--- config.mk ---
export PLATFORM = sky130hd
export DESIGN_NAME = uart_frame_ctrl
export DESIGN_NICKNAME = d
export VERILOG_FILES = /design/src/rtl/uart_pkg.sv /design/src/rtl/uart_gap_timer.sv /design/src/rtl/uart_frame_ctrl.sv
export SDC_FILE = /design/constraint.sdc
export NUM_CORES = 1
export LEC_CHECK = 0
export BUFFER_PORTS_ARGS = -buffer_cell sky130_fd_sc_hd__buf_2
export CORE_ASPECT_RATIO = 1.75
export CORE_UTILIZATION = 60
export CTS_CLUSTER_SIZE = 40
export DETAILED_ROUTE_END_ITERATION = 7
export GPL_ROUTABILITY_DRIVEN = 0
export PLACE_DENSITY = 0.85
export SYNTH_ARGS = -nofsm -noshare
export SYNTH_HDL_FRONTEND = slang
export SYNTH_SLANG_ARGS = --single-unit
export TNS_END_PERCENT = 30
--- constraint.sdc ---
create_clock -name clk -period 5.4 [get_ports clk]
set_clock_uncertainty 0.05 [all_clocks]
set_input_delay 1.35 -clock clk [delete_from_list [all_inputs] [get_ports clk]]
set_output_delay 1.35 -clock clk [all_outputs]
set_load 0.005 [all_outputs]
--- src/rtl/uart_pkg.sv ---
// uart_pkg: shared FSM states, sync byte and err codes for uart_frame_ctrl (S_CHK only with UART_FRAME_CHECKSUM_EN)
package uart_pkg;
`ifdef UART_FRAME_CHECKSUM_EN
  typedef enum logic [2:0] {S_IDLE, S_OP, S_ADDR, S_LEN, S_PAYLOAD, S_ISSUE, S_CHK} state_t;
`else
  typedef enum logic [2:0] {S_IDLE, S_OP, S_ADDR, S_LEN, S_PAYLOAD, S_ISSUE} state_t;
`endif
  localparam logic [7:0] SYNC_BYTE   = 8'hA5;
  localparam logic [1:0] ERR_TIMEOUT = 2'd0;
  localparam logic [1:0] ERR_LEN     = 2'd1;
  localparam logic [1:0] ERR_CHK     = 2'd2;
  localparam logic [1:0] ERR_OVERRUN = 2'd3;
endpackage

--- src/rtl/uart_gap_timer.sv ---
// uart_gap_timer: 24-bit inter-byte idle counter, tc high on the cycle the count reaches LIMIT
module uart_gap_timer #(
  parameter int LIMIT = 2840
) (
  input  logic clk,
  input  logic rst_n,
  input  logic clear,
  output logic tc
);
  logic [23:0] cnt_q, cnt_d;
  always_comb cnt_d = clear ? '0 : cnt_q + 24'd1;
  always_ff @(posedge clk or negedge rst_n)
    if (!rst_n) cnt_q <= '0;
    else cnt_q <= cnt_d;
  assign tc = cnt_q == 24'(LIMIT - 1);
endmodule

--- src/rtl/uart_frame_ctrl.sv ---
// uart_frame_ctrl: A5-synced command frame parser with gap timeout, overrun drop and optional checksum (UART_FRAME_CHECKSUM_EN)
module uart_frame_ctrl
  import uart_pkg::*;
#(
  parameter int CLK_FREQUENCY  = 66_000_000,
  parameter int UART_FREQUENCY = 921_600,
  parameter int MAX_LEN        = 8,
  parameter int TIMEOUT_BYTES  = 4
) (
  input  logic                 clk,
  input  logic                 rst_n,
  input  logic                 rx_valid,
  input  logic [7:0]           rx_data,
  output logic                 cmd_valid,
  input  logic                 cmd_ready,
  output logic [7:0]           cmd_op,
  output logic [7:0]           cmd_addr,
  output logic [3:0]           cmd_len,
  output logic [8*MAX_LEN-1:0] cmd_payload,
  output logic                 err,
  output logic [1:0]           err_code
);
  localparam int LIMIT = TIMEOUT_BYTES * 10 * (CLK_FREQUENCY / UART_FREQUENCY);
`ifdef UART_FRAME_CHECKSUM_EN
  localparam state_t S_TAIL = S_CHK;
  logic [7:0] sum_q, sum_d;
`else
  localparam state_t S_TAIL = S_ISSUE;
`endif
  state_t state_q, state_d;
  logic [7:0] op_q, op_d, addr_q, addr_d;
  logic [3:0] len_q, len_d, cnt_q, cnt_d;
  logic [8*MAX_LEN-1:0] pay_q, pay_d;
  logic err_q, err_d;
  logic [1:0] code_q, code_d;
  logic tc;
  uart_gap_timer #(.LIMIT(LIMIT)) u_gap (
    .clk,
    .rst_n,
    .clear(rx_valid || state_q == S_IDLE || state_q == S_ISSUE),
    .tc
  );
  always_comb begin
    state_d = state_q;
    op_d    = op_q;
    addr_d  = addr_q;
    len_d   = len_q;
    cnt_d   = cnt_q;
    pay_d   = pay_q;
    err_d   = 1'b0;
    code_d  = code_q;
`ifdef UART_FRAME_CHECKSUM_EN
    sum_d = (rx_valid && state_q inside {S_OP, S_ADDR, S_LEN, S_PAYLOAD}) ? sum_q ^ rx_data : sum_q;
`endif
    case (state_q)
      S_IDLE: if (rx_valid && rx_data == SYNC_BYTE) begin
        state_d = S_OP;
        pay_d   = '0;
        cnt_d   = '0;
`ifdef UART_FRAME_CHECKSUM_EN
        sum_d   = '0;
`endif
      end
      S_OP: if (rx_valid) begin
        op_d    = rx_data;
        state_d = S_ADDR;
      end
      S_ADDR: if (rx_valid) begin
        addr_d  = rx_data;
        state_d = S_LEN;
      end
      S_LEN: if (rx_valid) begin
        len_d   = rx_data[3:0];
        state_d = rx_data == 8'd0 ? S_TAIL : rx_data > 8'(MAX_LEN) ? S_IDLE : S_PAYLOAD;
        err_d   = rx_data > 8'(MAX_LEN);
        code_d  = err_d ? ERR_LEN : code_q;
      end
      S_PAYLOAD: if (rx_valid) begin
        for (int i = 0; i < MAX_LEN; i++)
          if (cnt_q == 4'(i)) pay_d[8*i +: 8] = rx_data;
        cnt_d   = cnt_q + 4'd1;
        state_d = cnt_d == len_q ? S_TAIL : S_PAYLOAD;
      end
`ifdef UART_FRAME_CHECKSUM_EN
      S_CHK: if (rx_valid) begin
        state_d = rx_data == sum_q ? S_ISSUE : S_IDLE;
        err_d   = rx_data != sum_q;
        code_d  = err_d ? ERR_CHK : code_q;
      end
`endif
      S_ISSUE: begin
        err_d   = rx_valid;
        code_d  = rx_valid ? ERR_OVERRUN : code_q;
        state_d = cmd_ready ? S_IDLE : S_ISSUE;
      end
      default: state_d = S_IDLE;
    endcase
    if (!rx_valid && tc && state_q != S_IDLE && state_q != S_ISSUE) begin
      state_d = S_IDLE;
      err_d   = 1'b1;
      code_d  = ERR_TIMEOUT;
    end
  end
  always_ff @(posedge clk or negedge rst_n)
    if (!rst_n) begin
      state_q <= S_IDLE;
      op_q    <= '0;
      addr_q  <= '0;
      len_q   <= '0;
      cnt_q   <= '0;
      pay_q   <= '0;
      err_q   <= 1'b0;
      code_q  <= '0;
`ifdef UART_FRAME_CHECKSUM_EN
      sum_q   <= '0;
`endif
    end else begin
      state_q <= state_d;
      op_q    <= op_d;
      addr_q  <= addr_d;
      len_q   <= len_d;
      cnt_q   <= cnt_d;
      pay_q   <= pay_d;
      err_q   <= err_d;
      code_q  <= code_d;
`ifdef UART_FRAME_CHECKSUM_EN
      sum_q   <= sum_d;
`endif
    end
  assign cmd_valid   = state_q == S_ISSUE;
  assign cmd_op      = op_q;
  assign cmd_addr    = addr_q;
  assign cmd_len     = len_q;
  assign cmd_payload = pay_q;
  assign err         = err_q;
  assign err_code    = code_q;
endmodule

Yosys cells after proc, flatten, opt, wreduce, memory -nomap -nowiden
Cells that the tools add are included.
{ "classes": {"addsub": 2, "order_cmp": 1, "eq_ne": 33, "mux": 34, "n_reduce_logical": 27} }
{ "op_table": {"columns": ["op", "n"], "rows": [
  ["64-bit 2-to-1 mux", 2],
  ["64-bit one-hot mux with 2 select lines", 1],
  ["8-bit 2-to-1 mux", 8],
  ["4-bit AND reduction", 9],
  ["3-bit 2-to-1 mux", 9],
  ["24-bit by 1-bit adder with 24-bit output (second input constant)", 1],
  ["24-bit by 12-bit == test with 1-bit output (second input constant)", 1],
  ["24-bit 2-to-1 mux", 1],
  ["2-bit inequality test (second input constant)", 9],
  ["3-bit inequality test (second input constant)", 6],
  ["3-bit one-hot mux with 6 select lines", 1],
  ["4-bit by 3-bit == test with 1-bit output (second input constant)", 4],
  ["4-bit by 2-bit == test with 1-bit output (second input constant)", 2],
  ["8-bit == test (second input constant)", 1],
  ["8-bit by 4-bit > comparator with 1-bit output (second input constant)", 1],
  ["8-bit zero test", 1],
  ["2-bit 2-to-1 mux", 4],
  ["4-bit 2-to-1 mux", 2],
  ["4-bit one-hot mux with 2 select lines", 1],
  ["3-bit by 2-bit == test with 1-bit output (second input constant)", 2],
  ["3-bit == test (second input constant)", 2],
  ["2-bit AND reduction", 3],
  ["3-bit nonzero test", 2],
  ["5-bit AND reduction", 1],
  ["17 further kinds", 23]
]} }
{ "totals": {"ff_bits": 118} }

Depth between registers and ports, before layout
{ "depth": {"word_depth": 6, "ltp_mapped": 7, "depth_no_buf": 6} }

Modules after synthesis
From an unflattened synthesis, not the netlist that was laid out.
{ "unflattened": {"hier_cells": 433, "area_unflattened_um2": 5406.4} }
{ "modules_own_cells": {"columns": ["mod", "instances", "cells_per_inst", "area_per_inst_um2", "seq_area_each_um2"], "rows": [
  ["uart_frame_ctrl", 1, 299, 4150.2, 2352.3],
  ["uart_gap_timer", 1, 134, 1256.2, 600.6]
]} }

Worst setup path after synthesis
Ideal clock, no wire load.
{ "synth_path": {"path_kind": "input to register", "start": "in rx_data[6]", "end": "reg pay_q[32], in the netlist cmd_payload[32]", "setup_ps": 125, "t_arrival_ps": 2944, "required_ps": 5225, "path_slack_ps": 2281, "stages": 7, "path_buffers": 2, "cell_sequence": "or4_4 o21ai_2 nand3_2 buf_6 or2_1 buf_6 mux2_4"} }
{ "synth_between": {"elab_chain_cells": 4} }
{ "synth_rtl": {"columns": ["element", "line_no", "rtl"], "rows": [
  ["start, declared", "uart_frame_ctrl.sv:13", "input logic [7:0] rx_data,"],
  ["8-bit == test", "uart_frame_ctrl.sv:56", "S_IDLE: if (rx_valid && rx_data == SYNC_BYTE) begin"],
  ["1-bit logical AND", "uart_frame_ctrl.sv:56", null],
  ["2-bit by 1-bit inequality test with 1-bit output (no line)", null, null],
  ["4-bit AND reduction (no line)", null, null],
  ["end signal, assigned", "uart_frame_ctrl.sv:123", "pay_q <= pay_d;"],
  ["end, declared", "uart_frame_ctrl.sv:33", "logic [8*MAX_LEN-1:0] pay_q, pay_d;"]
]} }
Every way passes these cells.
A chain may end at the register's enable or synchronous reset.

Worst setup path in the final report
{ "layout_path": {"start": "reg state_q[2]", "end": "out cmd_valid"} }
{ "layout_between": {"elab_chain_cells": 1} }
{ "layout_rtl": {"columns": ["element", "line_no", "rtl"], "rows": [
  ["start, declared", "uart_frame_ctrl.sv:30", "state_t state_q, state_d;"],
  ["start signal, assigned", "uart_frame_ctrl.sv:118", "state_q <= state_d;"],
  ["3-bit == test", "uart_frame_ctrl.sv:130", "assign cmd_valid = state_q == S_ISSUE;"],
  ["end, declared", "uart_frame_ctrl.sv:14", "output logic cmd_valid,"]
]} }
Every way passes these cells.

==> metrics.md <==
| Metric | Value |
|---|---|
| Status | finished clean |
| Core area | 8730 um2 |
| Relative slew slack | 0.371 |
| Dominant cell type by area after synthesis | dfrtp_1 |
| First-pass GRT wire length | 19,900 um |
| Max_cap viols | 0 |
| Logic pwr share | 0.219 |
| Die height | 128 um |
| Maximum number of pins on one net before global-route repair | 78 |
| Critical path required time | 4.00 ns |
| Most frequent cells in the layout | dfrtp_1 (118), buf_2 (98), mux2_2 (59), nor2_1 (32), mux2_4 (24) |
| Net Switching | 0.000840 W |
| Lkg Pwr | 3.26 nW |
| Synth area leaders | dfrtp_1 (55%), mux2_2 (12%), mux2_4 (6.7%) |
| Share of layout cells above drive strength 1 | 0.418 |
| Synthesized cell area | 5400 um2 |
| Arrival @ worst endpoint | 1.88 ns |
| Starting DRT DRC Count | 183 |
| Ant diodes | 0 |
| Cell variety after synth | 53 |
| Port Buffer Count | 99 |
| Synthesized area per cell | 12.4 um2 |
| GR Util All Layers | 0.288 |
| Yosys warns | 0 |
| CP endpoint kind | output pin |
| CTS sink cnt | 118 |
| CTS tree | yes |
| Post-synthesis net count | 453 |
| Hold Crit Class | reg2reg |
| Power Internal | 0.00194 W |
| Pre-CTS setup slack | 1.81 ns |
| DR DRC count | 0 |
| Register share of total power | 0.422 |
| Fmax | 0.305 GHz |
| Period utilisation layout | 0.607 |
| Worst slew pin tran | 0.944 ns |
| Clk buf depth | 2 |
| Detailed-placement wirelength estimate | 8430 um |
| Top cell type's share of synthesized area | 0.547 |
| Area delta synth->final | 19.7% |
| Io pins | 100 |
| Drt first pass iters | 4 |
| Crit Path Class | reg2out |
| Number of nets with antenna violations after routing | 0 |
| H-tree levels | 4 |
| Die width | 73.7 um |
| Pwr/cell area | 429 nW/um2 |
| Hold Fails Final Rpt | 0 |
| Reg clk slew, reported paths | 0.05 ns |
| Main synth FF type | dfrtp_1 |
| Clock group share of total power | 0.358 |
| VDD IR-drop max | 0.000305 V |
| Vias in the first global route | 3,946 |
| Wire per inst | 18.6 um |
| FP Rows | 45 |
| Skew-Pair Late Insertion Delay | 0.42 ns |
| EDFF count, synth | 0 |
| Post_cts resized | 0 |
| Async set-or-reset flop fraction in the synthesized netlist | 1.00 |
| Die area | 9400 um2 |
| Most common cell after layout, fill and taps aside | dfrtp_1 |
| Initial antenna violation count | 0 |
| Pwr Total | 0.00278 W |
| Final WL | 12,300 um |
| Setup bufs post-CTS | 0 |
| Nets@finish | 547 |
| Sequential fraction of the synthesis area | 0.547 |
| Fin. max-slew vios | 0 |
| Setup violators final | 0 |
| CTS root buf | clkbuf_16 |
| RSZ-0062 raised after global routing | false |
| Final WS setup | 2.12 ns |
| Syn Inst Count | 436 |
| Crit-path max FO | 14 |
| Vias per cell | 5.76 |
| CTS Buf Count | 17 |
| DR vias | 3,800 |
| Seq cells post-synth | 118 |
| Setup tns final | 0 ns |
| GRT Residual Overflow | 0 |
| Startpoint Class | flip-flop |
| CTS Hold Bufs | 0 |
| Initial Utilization | 0.619 |
| Sw frac | 0.303 |
| Min Tclk post-route | 3.28 ns |
[final cells by class]
type                    instances  area (um2)
well taps                     117         146
repair buffers                101         513
clock buffers                  17         425
fillers                       559        2260
flip-flops and latches        118        2950
inverters                       6        22.5
multi-input cells             286        2300
clock inverters                15         108
[layer usage]
metal	part of all wire	GRT usage	vias to the layer above
met1	0.38	0.318	1898
met3	0.045	0.0741	42
met5	0	0	-
li1	-	-	1721
met4	0.040	0.167	0
met2	0.53	0.486	139
[final timing paths]
path / slack (ns) / end / cells after the start / start
worst max-delay path: 2.12 / cmd_valid / 3 / state_q[2]$_DFFE_PN0P_
worst min-delay path: 0.41 / u_gap.cnt_q[0]$_DFF_PN0_ / 1 / u_gap.cnt_q[0]$_DFF_PN0_
worst max register to register: 3.14 / cmd_payload[28]$_DFFE_PN0P_ / 5 / state_q[2]$_DFFE_PN0P_
worst min register to register: 0.41 / u_gap.cnt_q[0]$_DFF_PN0_ / 1 / u_gap.cnt_q[0]$_DFF_PN0_
max in group asynchronous: 3.20 / cmd_addr[6]$_DFFE_PN0P_ / 2 / rst_n
min in group asynchronous: 1.03 / cmd_payload[39]$_DFFE_PN0P_ / 1 / rst_n
[flip-flops by register name (all words and copies together), names as in the netlist]
| signal | count |
|---|---|
| state_q | 3 |
| cmd_addr | 8 |
| err | 1 |
| cnt_q | 4 |
| cmd_op | 8 |
| cmd_payload | 64 |
| err_code | 2 |
| cmd_len | 4 |
| u_gap.cnt_q | 24 |
[per-stage QoR]
stage          cell area, um2   util  std cells  hold slack [ns]
3_3_place_gp             5930  0.680        628            0.396
2_1_floorplan            5400      -        436            0.382
5_1_grt                  6470  0.741        660            0.443
3_5_place_dp             5930  0.680        628            0.402
6_report                 6470  0.741        660            0.412
4_1_cts                  6470  0.741        660            0.409
[synthesized netlist by cell type (2+ instances only)]
cell,count
mux2_2,59
nand3b_1,2
ha_1,5
nand3_1,14
nor4_1,4
a21oi_1,14
xnor2_1,13
nor2_1,32
nor2_4,3
inv_1,6
dfrtp_1,118
or2_1,5
and4_1,4
nor2b_1,5
nor3b_1,4
mux2_4,24
nand2_1,19
or2_2,3
nor4b_1,2
xor2_1,11
clkbuf_1,21
o22ai_1,3
nand4_1,5
and3_1,4
o21ai_0,9
buf_6,4
and2_1,11
nor3_1,7
[logic make-up after synthesis]
kind of cell | share of synthesized area
buffers and inverters | 0.0280
AND/OR/NAND/NOR | 0.138
AO/OA/AOI/OAI | 0.0447
adder cells (fa/ha/maj) | 0.0116
multiplexers | 0.192
XOR/XNOR | 0.0389
flip-flops | 0.547
[worst max-delay path, cell delays in order (launching register included)]
cell,delay [ns]
dfrtp_1,0.58
inv_1,0.16
nor3b_1,0.51
buf_2,0.21
[power by group through the flow]
stage	registers (W)	logic (W)	clock network [W]
floorplan	0.00115	0.000388	0
detailed placement	0.00119	0.000603	0
CTS	0.00117	0.000613	0.00101
global placement	0.00118	0.000583	0
finish	0.00117	0.000610	0.000995
global route	0.00120	0.000672	0.00106
(Power assumes the default switching activity.)
